[config.mk]
export PLATFORM = sky130hd
export DESIGN_NAME = riscv_multicycle_controller
export DESIGN_NICKNAME = d
export VERILOG_FILES = /design/src/rtl/riscv_multicycle_controller.sv
export SDC_FILE = /design/constraint.sdc
export NUM_CORES = 1
export LEC_CHECK = 0
export CAP_MARGIN = 30
export CORE_MARGIN = 10
export CORE_UTILIZATION = 42
export DETAILED_ROUTE_END_ITERATION = 16
export GPL_TIMING_DRIVEN = 0
export HOLD_SLACK_MARGIN = 0.12
export PLACE_DENSITY = 0.88
export SETUP_SLACK_MARGIN = 0.05
export SYNTH_ARGS = -nofsm -noshare
export SYNTH_HDL_FRONTEND = slang
export SYNTH_SLANG_ARGS = --single-unit
[constraint.sdc]
create_clock -name clk -period 3.4 [get_ports clk]
set_input_delay 0.34 -clock clk [delete_from_list [all_inputs] [get_ports clk]]
set_output_delay 0.34 -clock clk [all_outputs]
set_load 0.01 [all_outputs]
[src/rtl/riscv_multicycle_controller.sv]
// Multicycle RV32I control FSM: registered state, decoded controls and write enables.
// Optional RV_MC_ILLEGAL_TRAP_EN: illegal opcodes park in HALT and drive the extra halted port.
module riscv_multicycle_controller (
    input  logic       clk,
    input  logic       rst_n,
    input  logic [6:0] opcode,
    input  logic [2:0] funct3,
    input  logic       zero,
    input  logic       mem_ready,
    output logic       PCWrite,
    output logic       IRWrite,
    output logic       RegWrite,
    output logic       MemWrite,
    output logic       AdrSrc,
    output logic [1:0] ALUSrcA,
    output logic [1:0] ALUSrcB,
    output logic [1:0] ResultSrc,
    output logic [1:0] AluOp,
    output logic [2:0] ImmSrc,
    output logic [3:0] state,
    output logic       retire
`ifdef RV_MC_ILLEGAL_TRAP_EN
    ,
    output logic       halted
`endif
);

    localparam int unsigned STATE_W = 4;

    localparam logic [6:0] OP_LOAD   = 7'b0000011;
    localparam logic [6:0] OP_STORE  = 7'b0100011;
    localparam logic [6:0] OP_RTYPE  = 7'b0110011;
    localparam logic [6:0] OP_ITYPE  = 7'b0010011;
    localparam logic [6:0] OP_BRANCH = 7'b1100011;
    localparam logic [6:0] OP_JAL    = 7'b1101111;
    localparam logic [6:0] OP_JALR   = 7'b1100111;
    localparam logic [6:0] OP_LUI    = 7'b0110111;

    typedef enum logic [STATE_W-1:0] {
        S_FETCH    = 4'd0,
        S_DECODE   = 4'd1,
        S_MEMADR   = 4'd2,
        S_MEMREAD  = 4'd3,
        S_MEMWB    = 4'd4,
        S_MEMWRITE = 4'd5,
        S_EXECR    = 4'd6,
        S_EXECI    = 4'd7,
        S_ALUWB    = 4'd8,
        S_BRANCH   = 4'd9,
        S_JAL      = 4'd10,
        S_JALR1    = 4'd11,
        S_JALR2    = 4'd12,
        S_LUI      = 4'd13,
        S_HALT     = 4'd14
    } state_t;

    state_t state_q, state_d;
    logic   pc_write_c, ir_write_c, reg_write_c, mem_write_c, retire_c;
    logic   taken_c;

    assign taken_c = ((funct3 == 3'b000) & zero) | ((funct3 == 3'b001) & ~zero);

    // State register
    always_ff @(posedge clk or negedge rst_n) begin
        if (!rst_n) state_q <= S_FETCH;
        else        state_q <= state_d;
    end

    // Next state and per-state control decode
    always_comb begin
        state_d     = state_q;
        pc_write_c  = 1'b0;
        ir_write_c  = 1'b0;
        reg_write_c = 1'b0;
        mem_write_c = 1'b0;
        AdrSrc      = 1'b0;
        ALUSrcA     = 2'b00;
        ALUSrcB     = 2'b00;
        ResultSrc   = 2'b00;
        AluOp       = 2'b00;
        case (state_q)
            S_FETCH: begin
                ALUSrcB    = 2'b10;
                ResultSrc  = 2'b10;
                pc_write_c = mem_ready;
                ir_write_c = mem_ready;
                if (mem_ready) state_d = S_DECODE;
            end
            S_DECODE: begin
                ALUSrcA = 2'b01;
                ALUSrcB = 2'b01;
                case (opcode)
                    OP_LOAD, OP_STORE: state_d = S_MEMADR;
                    OP_RTYPE:          state_d = S_EXECR;
                    OP_ITYPE:          state_d = S_EXECI;
                    OP_BRANCH:         state_d = S_BRANCH;
                    OP_JAL:            state_d = S_JAL;
                    OP_JALR:           state_d = S_JALR1;
                    OP_LUI:            state_d = S_LUI;
`ifdef RV_MC_ILLEGAL_TRAP_EN
                    default:           state_d = S_HALT;
`else
                    default:           state_d = S_FETCH;
`endif
                endcase
            end
            S_MEMADR: begin
                ALUSrcA = 2'b10;
                ALUSrcB = 2'b01;
                state_d = (opcode == OP_STORE) ? S_MEMWRITE : S_MEMREAD;
            end
            S_MEMREAD: begin
                AdrSrc = 1'b1;
                if (mem_ready) state_d = S_MEMWB;
            end
            S_MEMWB: begin
                ResultSrc   = 2'b01;
                reg_write_c = 1'b1;
                state_d     = S_FETCH;
            end
            S_MEMWRITE: begin
                AdrSrc      = 1'b1;
                mem_write_c = 1'b1;
                if (mem_ready) state_d = S_FETCH;
            end
            S_EXECR: begin
                ALUSrcA = 2'b10;
                AluOp   = 2'b10;
                state_d = S_ALUWB;
            end
            S_EXECI: begin
                ALUSrcA = 2'b10;
                ALUSrcB = 2'b01;
                AluOp   = 2'b10;
                state_d = S_ALUWB;
            end
            S_ALUWB: begin
                reg_write_c = 1'b1;
                state_d     = S_FETCH;
            end
            S_BRANCH: begin
                ALUSrcA    = 2'b10;
                AluOp      = 2'b01;
                pc_write_c = taken_c;
                state_d    = S_FETCH;
            end
            S_JAL, S_JALR2: begin
                ALUSrcA    = 2'b01;
                ALUSrcB    = 2'b10;
                pc_write_c = 1'b1;
                state_d    = S_ALUWB;
            end
            S_JALR1: begin
                ALUSrcA = 2'b10;
                ALUSrcB = 2'b01;
                state_d = S_JALR2;
            end
            S_LUI: begin
                ResultSrc   = 2'b11;
                reg_write_c = 1'b1;
                state_d     = S_FETCH;
            end
            S_HALT:  state_d = S_HALT;
            default: state_d = S_FETCH;
        endcase
    end

    // Immediate format follows the IR opcode in every state
    always_comb begin
        case (opcode)
            OP_LOAD, OP_ITYPE, OP_JALR: ImmSrc = 3'b000;
            OP_STORE:                   ImmSrc = 3'b001;
            OP_BRANCH:                  ImmSrc = 3'b010;
            OP_LUI:                     ImmSrc = 3'b011;
            OP_JAL:                     ImmSrc = 3'b100;
            default:                    ImmSrc = 3'b000;
        endcase
    end

    assign retire_c = (state_d == S_FETCH) && (state_q != S_FETCH) && (state_q != S_HALT);

    // Write enables are gated by reset so nothing commits while rst_n is low
    assign PCWrite  = pc_write_c  & rst_n;
    assign IRWrite  = ir_write_c  & rst_n;
    assign RegWrite = reg_write_c & rst_n;
    assign MemWrite = mem_write_c & rst_n;
    assign retire   = retire_c    & rst_n;
    assign state    = STATE_W'(state_q);

`ifdef RV_MC_ILLEGAL_TRAP_EN
    assign halted = (state_q == S_HALT);
`endif

endmodule

==> results.py <==
metrics = {
    "floorplan": {
        "initial_utilization": 0.452,
        "die_w_um": 60.5,
        "io_pins": 35,
        "fp-row-count": 14,
        "die-area_um2": 3660,
        "coreArea_um2": 1520,
        "die_y_um": 60.5,
    },
    "route": {
        "avgRoutedWirePerCell_um": 14.5,
        "antenna_left": 0,
        "drc_errors": 0,
        "drt-vias-per-instance": 5.67,
        "finalWirelength_um": 2240,
        "drtPass1Iterations": 4,
        "drt_iter0_markers": 14,
        "vias": 873,
    },
    "synthesis": {
        "synth_top_area_share": 0.145,
        "ys_seq_area_frac": 0.145,
        "synth_area_um2": 689,
        "yosys-top-cells-area": "dfrtp_1 15%, nor2_1 6.5%, nor2b_1 6.4%, a21oi_1 5.8%, nor3b_1 5.4%",
        "ys_types": 38,
        "ys_ff_latch": 4,
        "synth_flop_cell": "dfrtp_1",
        "synth_nets": 116,
        "synth_warnings": 0,
        "synth_top_area_cell": "dfrtp_1",
        "async_reset_ff_frac": 1.00,
        "synth_commonest_cells": "12 x nor2_1, 8 x a21oi_1, 7 x nand2_1, 7 x nor2b_1",
        "syn_area_per_cell_um2": 6.76,
        "yosysMostFrequentCell": "nor2_1",
        "synth_edf_count": 0,
        "syn_inst": 102,
    },
    "critical_path": {
        "slowest_delay_ns": 0.59,
        "end_kind": "output pin",
        "crit_slowest_cell": "clkdlybuf4s50_1",
        "path_max_fanout": 7,
        "worstSetupPathType": "in2out",
        "rrSetupSlack_ns": 1.95,
        "crit_buf_inv": 2,
        "critPathLaunchType": "input pin",
        "required_ns": 3.06,
        "crit_arrival_ns": 2.36,
        "worstPathCellList": "clkdlybuf4s50_1 > or3b_1 > a21oi_1 > a21oi_1 > o32ai_1 > and2_1 > clkdlybuf4s50_1",
        "worst_path_dominant_cell_family": "buffers and inverters",
    },
    "layout": {
        "nFillCells": 145,
        "fin_cells": 154,
        "synthToLayoutAreaGrowth_pct": 54.1,
        "n_antenna_cell": 0,
        "multiInputGateArea_um2": 544,
        "ff_latch_area_um2": 100,
        "largest_register_ffs": 4,
        "layout-drive-gt1-share": 0.0725,
        "nets": 154,
    },
    "grt": {
        "top_usage_layer": "met2",
        "use_met2": 0.207,
        "grt_use_met3": 0.0626,
        "grt_pass1_wl_um": 3840,
        "antenna_found_initial": 0,
        "overflow": 0,
        "gr-usage-all-layers": 0.128,
        "gr-usage-met1": 0.145,
        "grt_start_max_net_pins": 11,
        "grt_pass1_vias": 818,
    },
    "placement": {
        "gp_congestion": 0.854,
        "dp_cells": 151,
        "post-place-ws_ns": 0.708,
        "hpwl_um": 1810,
        "portBuffers": 33,
    },
    "sta": {
        "fin_skew_ns": 0.00315,
        "period_minus_slack_ns": 2.70,
        "timing.final.crit_share": 0.795,
        "rsz0062_at_grt": "no",
        "tns_ns": 0,
        "setup_viol_count_final": 0,
        "setup_slack_ns": 0.697,
        "slew_headroom": 0.715,
        "hold_viol": 0,
        "slew_viol_final": 0,
        "fmax_ghz": 0.370,
        "max_slew.worst_pin.slew_ns": 0.427,
    },
    "cts": {
        "clk_pin_slew_ns": 0.04,
        "postCtsSetupBuffers": 0,
        "cts_made_buffers": 3,
        "ctsResizeCount": 0,
        "tritoncts": "built",
        "clk-insertion-delay-late_ns": 0.23,
        "cts_num_sinks": 4,
        "cts_max_level": 1,
        "cts_buffer_depth": 2,
        "cts-hold-fix-buffers": 0,
        "cts_root_buf": "clkbuf_4",
    },
    "power_and_ir_drop": {
        "pwr_density_cell_nw_per_um2": 217,
        "power_uw": 231,
        "p_leak_nw": 0.412,
        "irDropWorstVdd_v": 0.000212,
    },
    "run": {
        "drv_cap": 0,
    },
    "status": {
        "outcome": "complete, no violations",
    },
    "worst_hold_path": {
        "min_path_type": "in2async",
    },
}
-- cell usage in the layout (no fill, tap or decap), drive strengths merged, types with 3 or more instances in the layout --
cell type / instances
a21oi: 9
buf: 6
nand2b: 5
nor2: 12
clkbuf: 5
nor3b: 5
nand3: 3
dfrtp: 4
and2: 3
xor2: 3
xnor2: 3
nor2b: 7
o21ai: 5
clkdlybuf4s50: 33
nor3: 5
nand2: 7
-- where the power goes --
group | total (mW) | switching (mW) | internal (mW)
logic | 0.120 | 0.0563 | 0.0632
registers | 0.0522 | 0.00207 | 0.0502
clock network | 0.0592 | 0.0197 | 0.0395
-- cells by family after synthesis --
kind of cell    count (synthesis)  synth area share
flops                           4             0.145
buf+inv                         9            0.0653
xor+xnor                        6            0.0762
simple gates                   58             0.479
compound gates                 25             0.234
-- metrics by stage --
step	hold WS (ns)	cell area (um2)	util
after floorplan	0.0444	689	-
after global placement	0.606	1040	0.682
after detailed placement	0.614	1040	0.682
after CTS	0.366	1060	0.697
after global routing	0.388	1060	0.697
final	0.364	1060	0.697
-- path summary, 6_finish.rpt --
check	cells past startpoint	from	end
max in group asynchronous	1	rst_n	state[1]
min in group clk	4	opcode[2]	state[2]
worst max register to register	4	state[2]	state[0]
worst min-delay path	1	rst_n	state[0]
worst max-delay path	7	mem_ready	PCWrite
worst min register to register	3	state[1]	state[3]
-- metal layers --
metal,vias up,share of wire
met5,-,0
met4,0,0.012
met3,2,0.13
met2,37,0.47
met1,396,0.39
li1,438,-
-- area by class of cell --
class | count | share of cell area
multi-input cells | 89 | 0.512
clock buffers | 3 | 0.0212
repair buffers | 33 | 0.311
well taps | 16 | 0.0188
plain buffers | 8 | 0.0389
flip-flops and latches | 4 | 0.0942
inverters | 1 | 0.00353
(Power assumes the default switching activity.)
